==> src/rtl/fp_adder.sv <==
// fp_adder: multi-cycle IEEE-754 binary32 adder (IDLE/UNPACK/ALIGN/ADD/NORM/ROUND).
// Optional bfloat16 support on the low half of the operands when FP_ADDER_BF16_EN is defined.
// Round-to-nearest-even, subnormals flushed to zero, fixed start-to-Product latency.
module fp_adder #(
  parameter int LATENCY = 6
) (
  input  logic        Clock,
  input  logic        reset,
  input  logic        start,
  input  logic        mode,
  input  logic [31:0] A,
  input  logic [31:0] B,
  output logic [31:0] Product
);

  typedef enum logic [2:0] {S_IDLE, S_UNPACK, S_ALIGN, S_ADD, S_NORM, S_ROUND} state_t;

  localparam logic [7:0] LP_LAT = 8'(LATENCY);

  // Leading-zero count of the 27-bit working mantissa (27 when the value is zero).
  function automatic logic [4:0] lzc27(input logic [26:0] v);
    logic [4:0] n;
    n = 5'd27;
    for (int i = 0; i < 27; i++) begin
      if (v[i]) n = 5'(26 - i);
    end
    return n;
  endfunction

  state_t             r_state, w_next;
  logic        [7:0]  r_cnt;
  logic               w_done;
  logic        [31:0] r_a, r_b;
  logic               r_sa, r_sb, r_sx, r_sub, r_szero, r_zero, r_special;
  logic        [7:0]  r_ea, r_eb;
  logic        [23:0] r_ma, r_mb;
  logic        [31:0] r_spec_val;
  logic        [26:0] r_fx, r_fy, r_n;
  logic        [27:0] r_sum;
  logic signed [9:0]  r_e;
  logic               w_bf16;
  logic        [31:0] w_a_in, w_b_in;

`ifdef FP_ADDER_BF16_EN
  logic r_mode;
  assign w_bf16 = r_mode;
  assign w_a_in = mode ? {A[15:0], 16'h0000} : A;
  assign w_b_in = mode ? {B[15:0], 16'h0000} : B;
`else
  logic w_unused_mode;
  assign w_unused_mode = mode;
  assign w_bf16 = 1'b0;
  assign w_a_in = A;
  assign w_b_in = B;
`endif

  // Unpack: hidden bit, zero/subnormal flush and special-operand classification.
  logic [7:0]  w_ea, w_eb;
  logic        w_nan_a, w_nan_b, w_inf_a, w_inf_b;
  assign w_ea    = r_a[30:23];
  assign w_eb    = r_b[30:23];
  assign w_nan_a = (w_ea == 8'hFF) && (r_a[22:0] != 23'd0);
  assign w_nan_b = (w_eb == 8'hFF) && (r_b[22:0] != 23'd0);
  assign w_inf_a = (w_ea == 8'hFF) && (r_a[22:0] == 23'd0);
  assign w_inf_b = (w_eb == 8'hFF) && (r_b[22:0] == 23'd0);

  // Align: order operands by magnitude and shift the smaller one into a 27-bit G/R/S field.
  logic        w_a_ge_b, w_sx;
  logic [7:0]  w_ex, w_ey, w_d;
  logic [23:0] w_mx, w_my;
  logic [53:0] w_sh;
  logic [26:0] w_fy;
  assign w_a_ge_b = {r_ea, r_ma[22:0]} >= {r_eb, r_mb[22:0]};
  assign w_sx     = w_a_ge_b ? r_sa : r_sb;
  assign w_ex     = w_a_ge_b ? r_ea : r_eb;
  assign w_ey     = w_a_ge_b ? r_eb : r_ea;
  assign w_mx     = w_a_ge_b ? r_ma : r_mb;
  assign w_my     = w_a_ge_b ? r_mb : r_ma;
  assign w_d      = w_ex - w_ey;
  assign w_sh     = {w_my, 30'd0} >> w_d;
  assign w_fy     = (w_d >= 8'd27) ? {26'd0, |w_my}
                                   : {w_sh[53:28], w_sh[27] | (|w_sh[26:0])};

  // Normalize helper: leading zeros of the non-carry sum.
  logic [4:0] w_lzc;
  assign w_lzc = lzc27(r_sum[26:0]);

  // Round to nearest even at the binary32 or bfloat16 precision, then pack with over/underflow.
  logic               w_up;
  logic        [24:0] w_m25;
  logic        [22:0] w_frac;
  logic signed [9:0]  w_ef;
  logic        [31:0] w_res;
`ifdef FP_ADDER_BF16_EN
  logic       w_up8;
  logic [8:0] w_m9;
`endif
  always_comb begin
    w_up   = r_n[2] & (r_n[1] | r_n[0] | r_n[3]);
    w_m25  = {1'b0, r_n[26:3]} + {24'd0, w_up};
    w_frac = w_m25[24] ? w_m25[23:1] : w_m25[22:0];
    w_ef   = r_e + (w_m25[24] ? 10'sd1 : 10'sd0);
`ifdef FP_ADDER_BF16_EN
    w_up8  = r_n[18] & (r_n[17] | (|r_n[16:0]) | r_n[19]);
    w_m9   = {1'b0, r_n[26:19]} + {8'd0, w_up8};
    if (w_bf16) begin
      w_frac = {(w_m9[8] ? w_m9[7:1] : w_m9[6:0]), 16'h0000};
      w_ef   = r_e + (w_m9[8] ? 10'sd1 : 10'sd0);
    end else begin
      w_frac = w_frac;
      w_ef   = w_ef;
    end
`endif
    if (r_special) begin
      w_res = r_spec_val;
    end else if (r_zero) begin
      w_res = {r_szero, 31'd0};
    end else if (w_ef >= 10'sd255) begin
      w_res = {r_sx, 8'hFF, 23'd0};
    end else if (w_ef <= 10'sd0) begin
      w_res = {r_sx, 31'd0};
    end else begin
      w_res = {r_sx, w_ef[7:0], w_frac};
    end
  end

  assign w_done = (r_cnt >= LP_LAT);

  // FSM state register.
  always_ff @(posedge Clock or negedge reset) begin
    if (!reset) r_state <= S_IDLE;
    else        r_state <= w_next;
  end

  // FSM next-state: one state per cycle, ROUND held until the fixed latency has elapsed.
  always_comb begin
    w_next = r_state;
    case (r_state)
      S_IDLE:   w_next = start ? S_UNPACK : S_IDLE;
      S_UNPACK: w_next = S_ALIGN;
      S_ALIGN:  w_next = S_ADD;
      S_ADD:    w_next = S_NORM;
      S_NORM:   w_next = S_ROUND;
      S_ROUND:  w_next = w_done ? S_IDLE : S_ROUND;
      default:  w_next = S_IDLE;
    endcase
  end

  // Datapath registers: each stage writes its results when the FSM is in that stage.
  always_ff @(posedge Clock or negedge reset) begin
    if (!reset) begin
      r_cnt <= 8'd0; r_a <= 32'd0; r_b <= 32'd0;
      r_sa <= 1'b0; r_sb <= 1'b0; r_sx <= 1'b0; r_sub <= 1'b0;
      r_szero <= 1'b0; r_zero <= 1'b0; r_special <= 1'b0;
      r_ea <= 8'd0; r_eb <= 8'd0; r_ma <= 24'd0; r_mb <= 24'd0;
      r_spec_val <= 32'd0; r_fx <= 27'd0; r_fy <= 27'd0; r_n <= 27'd0;
      r_sum <= 28'd0; r_e <= 10'sd0; Product <= 32'd0;
`ifdef FP_ADDER_BF16_EN
      r_mode <= 1'b0;
`endif
    end else begin
      r_cnt <= (r_state == S_IDLE) ? 8'd1 : r_cnt + 8'd1;
      case (r_state)
        S_IDLE: begin
          if (start) begin
            r_a <= w_a_in;
            r_b <= w_b_in;
`ifdef FP_ADDER_BF16_EN
            r_mode <= mode;
`endif
          end
        end
        S_UNPACK: begin
          r_sa    <= r_a[31];
          r_sb    <= r_b[31];
          r_szero <= r_a[31] & r_b[31];
          r_ea    <= w_ea;
          r_eb    <= w_eb;
          r_ma    <= (w_ea != 8'd0) ? {1'b1, r_a[22:0]} : 24'd0;
          r_mb    <= (w_eb != 8'd0) ? {1'b1, r_b[22:0]} : 24'd0;
          r_special <= w_nan_a | w_nan_b | w_inf_a | w_inf_b;
          if (w_nan_a || w_nan_b || (w_inf_a && w_inf_b && (r_a[31] != r_b[31])))
            r_spec_val <= 32'h7FC00000;
          else if (w_inf_a)
            r_spec_val <= {r_a[31], 8'hFF, 23'd0};
          else
            r_spec_val <= {r_b[31], 8'hFF, 23'd0};
        end
        S_ALIGN: begin
          r_sx  <= w_sx;
          r_sub <= r_sa ^ r_sb;
          r_fx  <= {w_mx, 3'b000};
          r_fy  <= w_fy;
          r_e   <= $signed({2'b00, w_ex});
        end
        S_ADD: begin
          r_sum <= r_sub ? ({1'b0, r_fx} - {1'b0, r_fy}) : ({1'b0, r_fx} + {1'b0, r_fy});
        end
        S_NORM: begin
          r_zero <= (r_sum == 28'd0);
          if (r_sum[27]) begin
            r_n <= {r_sum[27:2], r_sum[1] | r_sum[0]};
            r_e <= r_e + 10'sd1;
          end else begin
            r_n <= r_sum[26:0] << w_lzc;
            r_e <= r_e - $signed({5'd0, w_lzc});
          end
        end
        S_ROUND: begin
          if (w_done) Product <= w_bf16 ? {16'h0000, w_res[31:16]} : w_res;
          else        Product <= Product;
        end
        default: begin
          r_cnt <= 8'd0;
        end
      endcase
    end
  end

endmodule

==> config.mk <==
export PLATFORM = sky130hd
export DESIGN_NAME = fp_adder
export DESIGN_NICKNAME = d
export VERILOG_FILES = /design/src/rtl/fp_adder.sv
export SDC_FILE = /design/constraint.sdc
export NUM_CORES = 1
export LEC_CHECK = 0
export CAP_MARGIN = 20
export CORE_MARGIN = 2
export CORE_UTILIZATION = 25
export CTS_BUF_LIST = sky130_fd_sc_hd__clkbuf_8 sky130_fd_sc_hd__clkbuf_16
export DETAILED_ROUTE_END_ITERATION = 7
export PLACE_DENSITY_LB_ADDON = 0.1
export SYNTH_ARGS = -nofsm -noshare
export SYNTH_HDL_FRONTEND = slang
export SYNTH_SLANG_ARGS = --single-unit
==> constraint.sdc <==
create_clock -name Clock -period 9.7 [get_ports Clock]
set_input_delay 1.455 -clock Clock [delete_from_list [all_inputs] [get_ports Clock]]
set_output_delay 1.455 -clock Clock [all_outputs]
set_load 0.03 [all_outputs]
==> results.yml <==
worst_setup_path:
  reg2reg_to: "r_fy[0]$_DFFE_PN0P_"
  worstSetupEndpointType: "flip-flop"
  cp_max_fo: 32
  cp_data_arrival_time_ns: 6.86
  startpoint: "r_ea[0]$_DFFE_PN0P_"
  critPathLaunchType: "flip-flop"
  r2r_setup_slack_ns: 3.27
  critPathKind: "flip-flop to flip-flop"
  endpoint: "r_fy[0]$_DFFE_PN0P_"
  r2r-start: "r_ea[0]$_DFFE_PN0P_"
  required_ns: 10.13
  reg2reg_depth: 20
cells_and_area:
  nNetsFinal: 2429
  fill_cells: 8255
  final_cell_mix: "dfrtp_1 (296), nand2_1 (286), o21ai_0 (217), a21oi_1 (191), nor2_1 (154)"
  areaGrowthSynthToFinish_pct: 17.3
  diodes: 0
  final_common_cell: "dfrtp_1"
  layout-drive-gt1-share_pct: 9.73
timing:
  period_needed_ns: 6.43
  maxSlewViolCount: 0
  setup_tns_ns: 0
  rsz0062_at_grt: "no"
  fin_worst_skew_ns: 0.0298
  slew_headroom_pct: 32.5
  worstMarginPinSlew_ns: 1.01
  finalCritPeriodShare_pct: 66.3
  hold_violations: 0
  fmax_ghz: 0.155
  setup_violations: 0
grt:
  grt_pass1_vias: 16874
  grt_util_met1_pct: 21.8
  grt_max_degree: 155
  grtUsageMet2_pct: 27.3
  grt_pass1_wl_um: 103000
  gr-usage-met3_pct: 2.03
  antenna_found_initial: 0
  track_usage_pct: 16.2
  grt_overflow: 0
  grt-busiest-layer: "met2"
clock_tree:
  numCtsBuffers: 40
  clock_latency_ns: 0.57
  post_cts_resize_count: 0
  ctsLongestPathBuffers: 3
  cts.clk_slew.worst_paths_ns: 0.06
  cts_hold_buf: 0
  cts_sinks: 297
  cts_root_buf: "clkbuf_16"
  cts_setup_buffers: 0
  cts_tree: "done"
  htree_levels: 2
yosys:
  ys_seq_area_share_pct: 37.9
  synth_cells: 2226
  async_flop_share_pct: 100
  synth_top_flop_cell: "dfrtp_1"
  synth.net_count: 2394
  synth.distinct_cells: 81
  synth_seq_cells: 297
  syn-cell-area_sq_mm: 0.0196
  avgSynthCellArea_sq_um: 8.80
  synth_edf_count: 0
  synth-warning-count: 0
die:
  std_cell_rows: 102
  start_util_pct: 25.3
  io_pins: 100
  die_w_um: 284
  coreArea_sq_mm: 0.0775
  die_area_sq_mm: 0.0806
  die_h_um: 284
route:
  drc: 0
  routed_via_density: 5.00
  wl_um: 65900
  post_drt_wl_per_cell_um: 19.8
  drtAntennaViolNets: 0
  firstDrtPassIters: 5
  num_vias: 16645
  drt_iter0_drc: 994
place:
  globalplace.congestion: 0.861
  dp_hpwl_um: 49400
  port_buffers: 98
outcome:
  status: "finished clean"
worst_hold_path:
  hp-class: "flip-flop to flip-flop"
run:
  drv_cap: 0
[sequential cells by signal, indices dropped and copies added, names as in the netlist, 3 cells and up]
signal / count
r_state: 3
r_ea: 8
r_cnt: 8
Product: 32
r_sum: 28
r_mb: 24
r_spec_val: 3
r_ma: 24
r_a: 32
r_n: 27
r_eb: 8
r_e: 10
r_b: 32
r_fy: 27
r_fx: 24
[cell usage after synthesis, types with 10 or more instances]
cell type / count / share of area, %
dfrtp_1: 297 / 38
a221oi_1: 12 / 0.54
nor2_1: 155 / 3.0
nor4_1: 36 / 1.1
a22o_1: 40 / 1.8
o211ai_1: 12 / 0.46
o21ai_0: 217 / 5.5
o21a_1: 10 / 0.38
xnor2_1: 42 / 1.9
and3_1: 15 / 0.48
buf_1: 12 / 0.23
nand2b_1: 19 / 0.61
a21o_1: 14 / 0.54
mux4_2: 20 / 2.3
nor2b_1: 14 / 0.45
nand2_1: 286 / 5.5
a21oi_1: 195 / 5.0
nor3_1: 34 / 0.87
xor2_1: 22 / 0.98
ha_1: 98 / 6.3
and2_1: 12 / 0.38
mux2_2: 77 / 4.4
o31ai_1: 19 / 0.73
o21bai_1: 13 / 0.50
nand4_1: 21 / 0.67
nand3_1: 41 / 1.0
mux2i_1: 76 / 3.9
a31oi_1: 17 / 0.54
clkbuf_1: 110 / 2.1
a211oi_1: 23 / 0.88
o22ai_1: 20 / 0.64
inv_1: 111 / 2.1
[cell families after synthesis]
logic type | synth area share [%]
multiplexers | 11.1
flip-flops | 37.9
buffers and inverters | 4.88
adder cells (fa/ha/maj) | 6.46
AO/OA/AOI/OAI | 20.9
XOR/XNOR | 2.94
AND/OR/NAND/NOR | 15.7
[critical path, stage by stage, from the launching register on]
cell       delay, ns
dfrtp_1         0.42
ha_1            0.29
buf_4           0.42
nand4_1         0.28
nor4_4          0.50
nand3_1         0.16
o221ai_1        0.81
nor2_2          0.11
a22oi_1         0.32
ha_1            0.25
nand2b_1        0.14
mux2i_1         0.11
o211ai_2        0.20
buf_4           0.32
mux2i_1         0.35
mux4_1          0.34
a21oi_1         0.08
or4b_1          0.54
a2111oi_2       0.28
o2111a_1        0.23
o221ai_1        0.12
[per-stage QoR]
step / setup slack, ns / area [sq um] / hold WS [ns] / std cells / utilization, %
after floorplan: 4.77 / 19600 / 0.445 / 2226 / -
after global placement: 3.32 / 21600 / 0.464 / 3257 / 27.9
after detailed placement: 3.29 / 21600 / 0.469 / 3258 / 27.9
after CTS: 3.27 / 22900 / 0.483 / 3331 / 29.6
after global routing: 2.84 / 23000 / 0.520 / 3332 / 29.7
final: 3.27 / 23000 / 0.478 / 3332 / 29.7
[worst min path at each step]
stage	slack, ns	endpoint	cells past startpoint	start
final	0.48	r_szero$_DFFE_PN0P_	2	r_szero$_DFFE_PN0P_
after global routing	0.52	Product[14]$_DFFE_PN0P_	1	Product[14]$_DFFE_PN0P_
after CTS	0.48	r_szero$_DFFE_PN0P_	2	r_szero$_DFFE_PN0P_
after detailed placement	0.47	r_szero$_DFFE_PN0P_	2	r_szero$_DFFE_PN0P_
after global placement	0.46	r_szero$_DFFE_PN0P_	2	r_szero$_DFFE_PN0P_
after floorplan	0.45	r_szero$_DFFE_PN0P_	2	r_szero$_DFFE_PN0P_
[per-layer routing]
layer	vias to the layer above	wire, um	share of wire [%]
met5	-	0	0
met3	93	2330	3.5
met4	0	1630	2.5
met1	8139	30500	46
met2	323	31500	48
li1	8090	-	-
[final cells by class]
class	count	area [sq um]	share of cell area (%)
multi-input cells	1682	11200	49.0
flip-flops and latches	297	7430	32.4
well taps	1040	1300	5.66
repair buffers	126	1230	5.34
clock buffers	51	1170	5.11
inverters	114	428	1.86
clock inverters	22	163	0.708
Power is not shown: default switching activity piles up to over one toggle a cycle in this logic, so the estimate is an artifact.
